<file path="src/rtl/reg_wb_arbiter.sv">
// Register-file write-port arbiter: the pipeline writeback always wins, and long-latency results queue in a FIFO.
// It keeps a per-register pending scoreboard. Define WB_LU_BYPASS_EN to let an idle port take a result with zero latency.
module reg_wb_arbiter #(
  parameter int unsigned DEPTH = 2,
  parameter int unsigned AW    = 5,
  parameter int unsigned DW    = 32
) (
  input  logic              clk,
  input  logic              rst,
  input  logic              pipe_we,
  input  logic [AW-1:0]     pipe_waddr,
  input  logic [DW-1:0]     pipe_wdata,
  input  logic              lu_issue,
  input  logic [AW-1:0]     lu_issue_addr,
  input  logic              lu_valid,
  output logic              lu_ready,
  input  logic [AW-1:0]     lu_waddr,
  input  logic [DW-1:0]     lu_wdata,
  output logic              we,
  output logic [AW-1:0]     waddr,
  output logic [DW-1:0]     wdata,
  output logic [2**AW-1:0]  pending,
  output logic              busy
);

  localparam int unsigned PW = $clog2(DEPTH);

  logic [AW-1:0]     fifo_addr [DEPTH];
  logic [DW-1:0]     fifo_data [DEPTH];
  logic [PW-1:0]     wptr, rptr;
  logic [PW:0]       count;
  logic [2**AW-1:0]  pending_q, pending_nxt;
  logic              empty, full, pop, push, bypass;

  always_comb begin
    empty    = (count == '0);
    full     = (count == (PW+1)'(DEPTH));
    pop      = !rst && !pipe_we && !empty;
    // A pop in the same cycle frees the slot, so a full FIFO can still accept.
    lu_ready = !rst && (!full || pop);
    bypass   = 1'b0;
`ifdef WB_LU_BYPASS_EN
    bypass   = !rst && !pipe_we && empty && lu_valid && (lu_waddr != '0);
`endif
    push     = lu_valid && lu_ready && (lu_waddr != '0) && !bypass;
    busy     = !rst && !empty;
  end

  always_comb begin
    we    = 1'b0;
    waddr = '0;
    wdata = '0;
    if (!rst) begin
      if (pipe_we) begin
        we    = 1'b1;
        waddr = pipe_waddr;
        wdata = pipe_wdata;
      end else if (!empty) begin
        we    = 1'b1;
        waddr = fifo_addr[rptr];
        wdata = fifo_data[rptr];
      end else if (bypass) begin
        we    = 1'b1;
        waddr = lu_waddr;
        wdata = lu_wdata;
      end
    end
  end

  // Clears are applied before the set, so a new issue to the same register wins.
  always_comb begin
    pending_nxt = pending_q;
    if (pop)
      pending_nxt[fifo_addr[rptr]] = 1'b0;
    if (bypass)
      pending_nxt[lu_waddr] = 1'b0;
    if (lu_issue && (lu_issue_addr != '0))
      pending_nxt[lu_issue_addr] = 1'b1;
    pending_nxt[0] = 1'b0;
  end

  assign pending = pending_q;

  always_ff @(posedge clk) begin
    if (rst) begin
      wptr      <= '0;
      rptr      <= '0;
      count     <= '0;
      pending_q <= '0;
    end else begin
      pending_q <= pending_nxt;
      if (push)
        wptr <= wptr + PW'(1);
      if (pop)
        rptr <= rptr + PW'(1);
      if (push && !pop)
        count <= count + (PW+1)'(1);
      else if (!push && pop)
        count <= count - (PW+1)'(1);
    end
  end

  always_ff @(posedge clk) begin
    if (push) begin
      fifo_addr[wptr] <= lu_waddr;
      fifo_data[wptr] <= lu_wdata;
    end
  end

  a_pipe_write_not_pending: assert property (@(posedge clk) disable iff (rst)
    !(pipe_we && pending_q[pipe_waddr]));

endmodule
</file>
<file path="config.mk">
export PLATFORM = sky130hd
export DESIGN_NAME = reg_wb_arbiter
export DESIGN_NICKNAME = d
export VERILOG_FILES = /design/src/rtl/reg_wb_arbiter.sv
export SDC_FILE = /design/constraint.sdc
export NUM_CORES = 1
export LEC_CHECK = 0
export BUFFER_PORTS_ARGS = -buffer_cell sky130_fd_sc_hd__buf_2
export CORE_MARGIN = 8
export CORE_UTILIZATION = 36
export DETAILED_ROUTE_END_ITERATION = 7
export PLACE_DENSITY_LB_ADDON = 0.3
export SYNTH_ARGS = -nofsm -noshare
export SYNTH_HDL_FRONTEND = slang
export SYNTH_SLANG_ARGS = --single-unit
</file>
<file path="constraint.sdc">
create_clock -name clk -period 5.79 [get_ports clk]
set_input_delay 0.579 -clock clk [delete_from_list [all_inputs] [get_ports clk]]
set_output_delay 0.579 -clock clk [all_outputs]
set_load 0.05 [all_outputs]
</file>
* Word-level counts from Yosys, hierarchy flattened *
Memory sizes are Yosys's and may differ from the RTL's. A register that Yosys moved wholly into a read port is not among the register bits.
Cells that the tools add are included.

storage, ports and cells
  word-level logic and storage cells = 64
  RAM bits = 74
  output and inout bits = 72
  memories kept = 2
  bits of input ports = 84
  bits in registers = 36

memories
  memory     depth  bits a word  rd ports  clocked after Yosys merged registers in  write ports  line  source
  fifo_data  2      32           1         1                                        1            29    logic [DW-1:0] fifo_data [DEPTH];
  fifo_addr  2      5            1         1                                        1            28    logic [AW-1:0] fifo_addr [DEPTH];

cells by class
  equal/unequal tests = 1
  multiplexer cells = 23
  $add $sub $neg = 4
  bitwise operators = 3
  reduce and logical (&&, ||, !) cells = 22
  order comparisons = 4

operators with widths
  operator                                                    count
  2-to-1 mux 32 bit                                           5
  bitwise AND 32 bit                                          1
  inverter 32 bit                                             1
  bitwise OR 32 bit                                           1
  2-to-1 mux 5 bit                                            3
  less-than comparator 5 x 6 -> 1 bit, second input constant  2
  logical AND 1 bit                                           11
  2-to-1 mux 1 bit                                            11
  demux 1 bit (select 5 bit)                                  2
  >= comparator 5 x 1 -> 1 bit, second input constant         2
  nonzero test 5 bit                                          2
  zero test 1 bit                                             6
  2-to-1 mux 2 bit                                            2
  adder 1 bit, second input constant                          2
  adder 2 x 1 -> 2 bit, second input constant                 1
  equality test 2 bit, second input constant                  1
  zero test 2 bit                                             1
  nonzero test 2 bit                                          1
  subtractor 2 x 1 -> 2 bit, second input constant            1
  logical OR 1 bit                                            1

* Logic depth before layout (Yosys ltp) *
  word-level depth = 11
  gate-level depth with buffers = 9
  mapped depth without buffers = 6

* Worst setup path before layout *
Ideal clock, no wire load.

  path kind = input -> register
  from = in rst
  to = mem fifo_addr[0][0], enable pin
  arrival time = 2927 ps
  library setup time = 436 ps
  cell stages on the path = 5
  path buffers = 2
  data required time = 5354 ps
  setup slack = 2427 ps
  cell sequence = buf_2 > inv_2 > buf_2 > o2111a_2 > nor2b_1

between the ends
  longest elaborated chain between the ends = 9

RTL lines
  what                                        line  source
  from (decl)                                 9     input logic rst,
  zero test 1 bit (*)                         --
  logical AND 1 bit (2 in series)             38    pop = !rst && !pipe_we && !empty;
  logical OR 1 bit                            40    lu_ready = !rst && (!full || pop);
  logical AND 1 bit (*)                       40
  logical AND 1 bit (*) (2 in series)         45    push = lu_valid && lu_ready && (lu_waddr != '0) && !bypass;
  2-to-1 mux 1 bit (*)                        104   if (push) begin
  2-to-1 mux 1 bit (implied by the code) (*)  105   fifo_addr[wptr] <= lu_waddr;
  to (decl)                                   28

Every way passes the cells marked *; elsewhere a longest branch is shown, timed or not.

* Worst setup path after layout *
  from = in rst
  to = out wdata[15]

between the ends
  longest elaborated chain between the ends = 1

RTL lines
  what               line  source
  2-to-1 mux 32 bit  53    if (!rst) begin
  to (decl)          21    output logic [DW-1:0] wdata,

Every way passes these cells.

==> key figures <==
Place
  – Routability congestion estimate: 0.842
  – IO Port Bufs: 154
  – Detailed Place HPWL: 8630 microns
  – Placed cell count: 678

Clock tree
  – Clock transition at the registers of the reported paths: 0.07 ns
  – CTS tree: built
  – Clk root buf: clkbuf_16
  – Post-CTS Setup Bufs: 0
  – Resized Gates After CTS: 0
  – CTS Sinks: 110
  – CTS buffer count: 9
  – Htree depth: 3
  – Later-pin clock latency in the skew report: 0.35 ns
  – Maximum clock path buffer count: 2
  – CTS Hold Bufs: 0

Drt
  – Vias/cell: 5.02
  – Antenna Violating Nets Remaining: 0
  – WL/cell: 17.2 microns
  – Drt total wl: 11,900 microns
  – DRT iter0 DRCs: 291
  – Via Count: 3,481
  – 1st-pass router iterations: 4
  – Residual DRC: 0

Synthesis
  – Synth cell types: 36
  – Synthesized cell area: 4580 sq um
  – Synth Area in XOR/XNOR: 0.765%
  – Async SR Flop Fraction: 0%
  – Mux share of post-synthesis cell area: 9.07%
  – Simple-gate portion of the synthesized area: 8.64%
  – Synth Instances: 370
  – Post-Synth Adder-Cell Area: 0.273%
  – Sequential element share of the synthesized area: 64.3%
  – #FFs+latches synth: 110
  – Most used DFF post-synth: edfxtp_1
  – Compound-gate portion of the synthesized area: 14.6%
  – YS warnings: 0
  – Avg Inst Size Synth: 12.4 sq um
  – Largest family of logic cells by synthesized area: compound AO/OA/AOI/OAI gates
  – Number of synthesized flops with an enable pin: 74
  – Synth Net Count: 455

Pwr
  – Sequential share of power: 48.2%
  – Tot Pwr: 0.00185 W
  – Combinational Power Share: 17.9%
  – Internal power: 0.00131 W
  – Clock Power Share: 33.9%
  – Switching Share: 28.9%
  – PwrDens: 319 nW/um^2
  – Peak supply drop: 0.000199 V
  – P_sw: 0.000534 W
  – P_leak: 2.26 nW

Timing
  – Hold Fails Final Rpt: 0
  – Max-slew violation count: 0
  – Setup Viol. Count Final: 0
  – Layout Skew: 0.00400 ns
  – Slew Limit Headroom: 25.3%
  – Setup TNS: 0 ns
  – Period utilisation layout: 58.0%
  – Worst slew pin tran: 1.12 ns
  – FMAX: 298 MHz
  – Clock period minus worst slack: 3.36 ns
  – RSZ-0062 raised after global routing: false

Setup path
  – Reg2Reg Depth: 6
  – CP Capture Point: wdata[15]
  – Crit start category: primary input
  – Setup crit end kind: primary output
  – FF-to-FF Start: count[0]$_SDFFE_PP0P_
  – Crit path cell chain: buf_2 -> inv_2 -> nand2_1 -> o21ai_0 -> buf_2
  – WP buf/inv: 3
  – Delay of the slowest cell on the worst path: 0.79 ns
  – Crit path kind: primary input to primary output
  – R2R setup slack: 3.31 ns
  – CP most frequent cell: buf_2
  – Max Fanout on Critical Path: 40
  – Reg-to-reg endpoint: count[1]$_SDFFE_PP0P_
  – Arrival time worst endpoint: 2.78 ns
  – Slowest stage cell, crit path: nand2_1
  – Delay-heaviest family, CP: buffers and inverters
  – CP Data Required Time: 5.21 ns
  – Worst path depth: 5
  – Crit path from: rst

Floorplan
  – Die ar.: 16,600 sq um
  – Die Ht: 129 microns
  – Initial core utilization: 36.6%
  – Core Footprint: 12,500 sq um
  – Die W: 129 microns
  – I/O pin count: 156
  – FP Rows: 41

Global route
  – Largest net degree at the start of global routing: 41
  – Vias in the first global route: 3,626
  – Total track usage: 14.4%
  – GRT Residual Overflow: 0
  – First-pass GRT wire length: 18,600 microns
  – Initial antenna violation count: 2

Cells and area
  – Non-filler cells, final: 693
  – Nets: 602
  – Area Growth Syn to Fin: 26.6%
  – Ant. Diodes: 0
  – Layout cells sized above 1: 35.9%

Hold path
  – Worst hold-check path type: primary input to flop

Outcome
  – Status: complete, no violations

Flow run
  – Maxcap violations: 0
layout by cell type, fill, tap and decap left out, types with 8 or more instances in the layout:
cell / synthesis / final
buf_2: 10 / 154
clkbuf_16: 0 / 9
dfxtp_1: 36 / 35
edfxtp_1: 74 / 74
mux2i_1: 34 / 34
nand2_1: 42 / 42
nand3_1: 14 / 14
nor2_1: 8 / 8
o211ai_1: 33 / 33
o21ai_0: 69 / 69
cell type report:
cell class | count | area, sq um
fill | 1183 | 6720
sequential | 110 | 2940
clock buffer | 9 | 225
multi-input combinational | 239 | 1550
inverter | 2 | 7.51
tap | 172 | 215
timing repair buffer | 155 | 778
clock inverter | 6 | 78.8
metrics by stage:
step	util, %	hold WS, ns	setup WS (ns)	instance area [sq um]
finish	46.3	0.413	2.43	5790
global route	46.3	0.396	2.12	5790
CTS	46.3	0.400	2.37	5790
detailed placement	43.9	0.489	2.37	5490
global placement	43.9	0.475	2.50	5490
floorplan	-	0.481	2.43	4580
worst min path at each step:
stage                                 startpoint                    endpoint  slack [ns]  depth (start not counted)
after floorplan                rptr$_SDFFE_PP0N_                        flop        0.48                          2
after global placement    pending[19]$_SDFF_PP0_      pending[19]$_SDFF_PP0_        0.48                          2
after detailed placement  pending[30]$_SDFF_PP0_      pending[30]$_SDFF_PP0_        0.49                          2
after CTS                            lu_wdata[1]   fifo_data[0][1]$_DFFE_PP_        0.40                          1
after global routing                lu_wdata[15]  fifo_data[1][15]$_DFFE_PP_        0.40                          1
final                                lu_wdata[1]   fifo_data[0][1]$_DFFE_PP_        0.41                          1
cell usage after synthesis, types with 5 or more instances:
library cell  number  area [sq um]
nor2_1             8          30.0
nand2_1           42           158
o21ai_0           69           345
mux2i_1           34           340
dfxtp_1           36           721
edfxtp_1          74          2220
o211ai_1          33           248
nor2b_1            5          31.3
nand3_1           14          70.1
clkbuf_1           6          22.5
buf_2             10          50.1
registers in the layout, summed over array words and instances (netlist names), named ones only:
name       flops
fifo_addr     10
pending       31
count          2
fifo_data     64
rptr           1
wptr           1
logic make-up (layout without fill, tap and decap cells):
family | after synthesis | after routing
and+or+nand+nor | 84 | 84
buffers and inverters | 21 | 172
xor gates and xnor gates | 4 | 4
muxes | 40 | 40
DFF | 110 | 110
adders and majority gates | 1 | 1
other | 1 | 1
AOI/OAI and AO/OA | 109 | 109
power by group through the flow:
stage | clock network, W | registers, W | logic (W)
after floorplan | 0 | 0.000910 | 0.000235
after global placement | 0 | 0.000907 | 0.000329
after detailed placement | 0 | 0.000909 | 0.000334
after CTS | 0.000643 | 0.000891 | 0.000335
after global routing | 0.000671 | 0.000895 | 0.000356
final | 0.000627 | 0.000890 | 0.000331
layer usage:
| metal | global-route usage (%) | up-vias | part of all wire [%] |
|---|---|---|---|
| met4 | 3.66 | 4 | 0.68 |
| met1 | 17.2 | 1642 | 43 |
| met2 | 23.0 | 136 | 47 |
| met5 | 0 | - | 0.22 |
| li1 | - | 1690 | - |
| met3 | 6.87 | 9 | 9.5 |
Power figures use the tool's default switching activity.
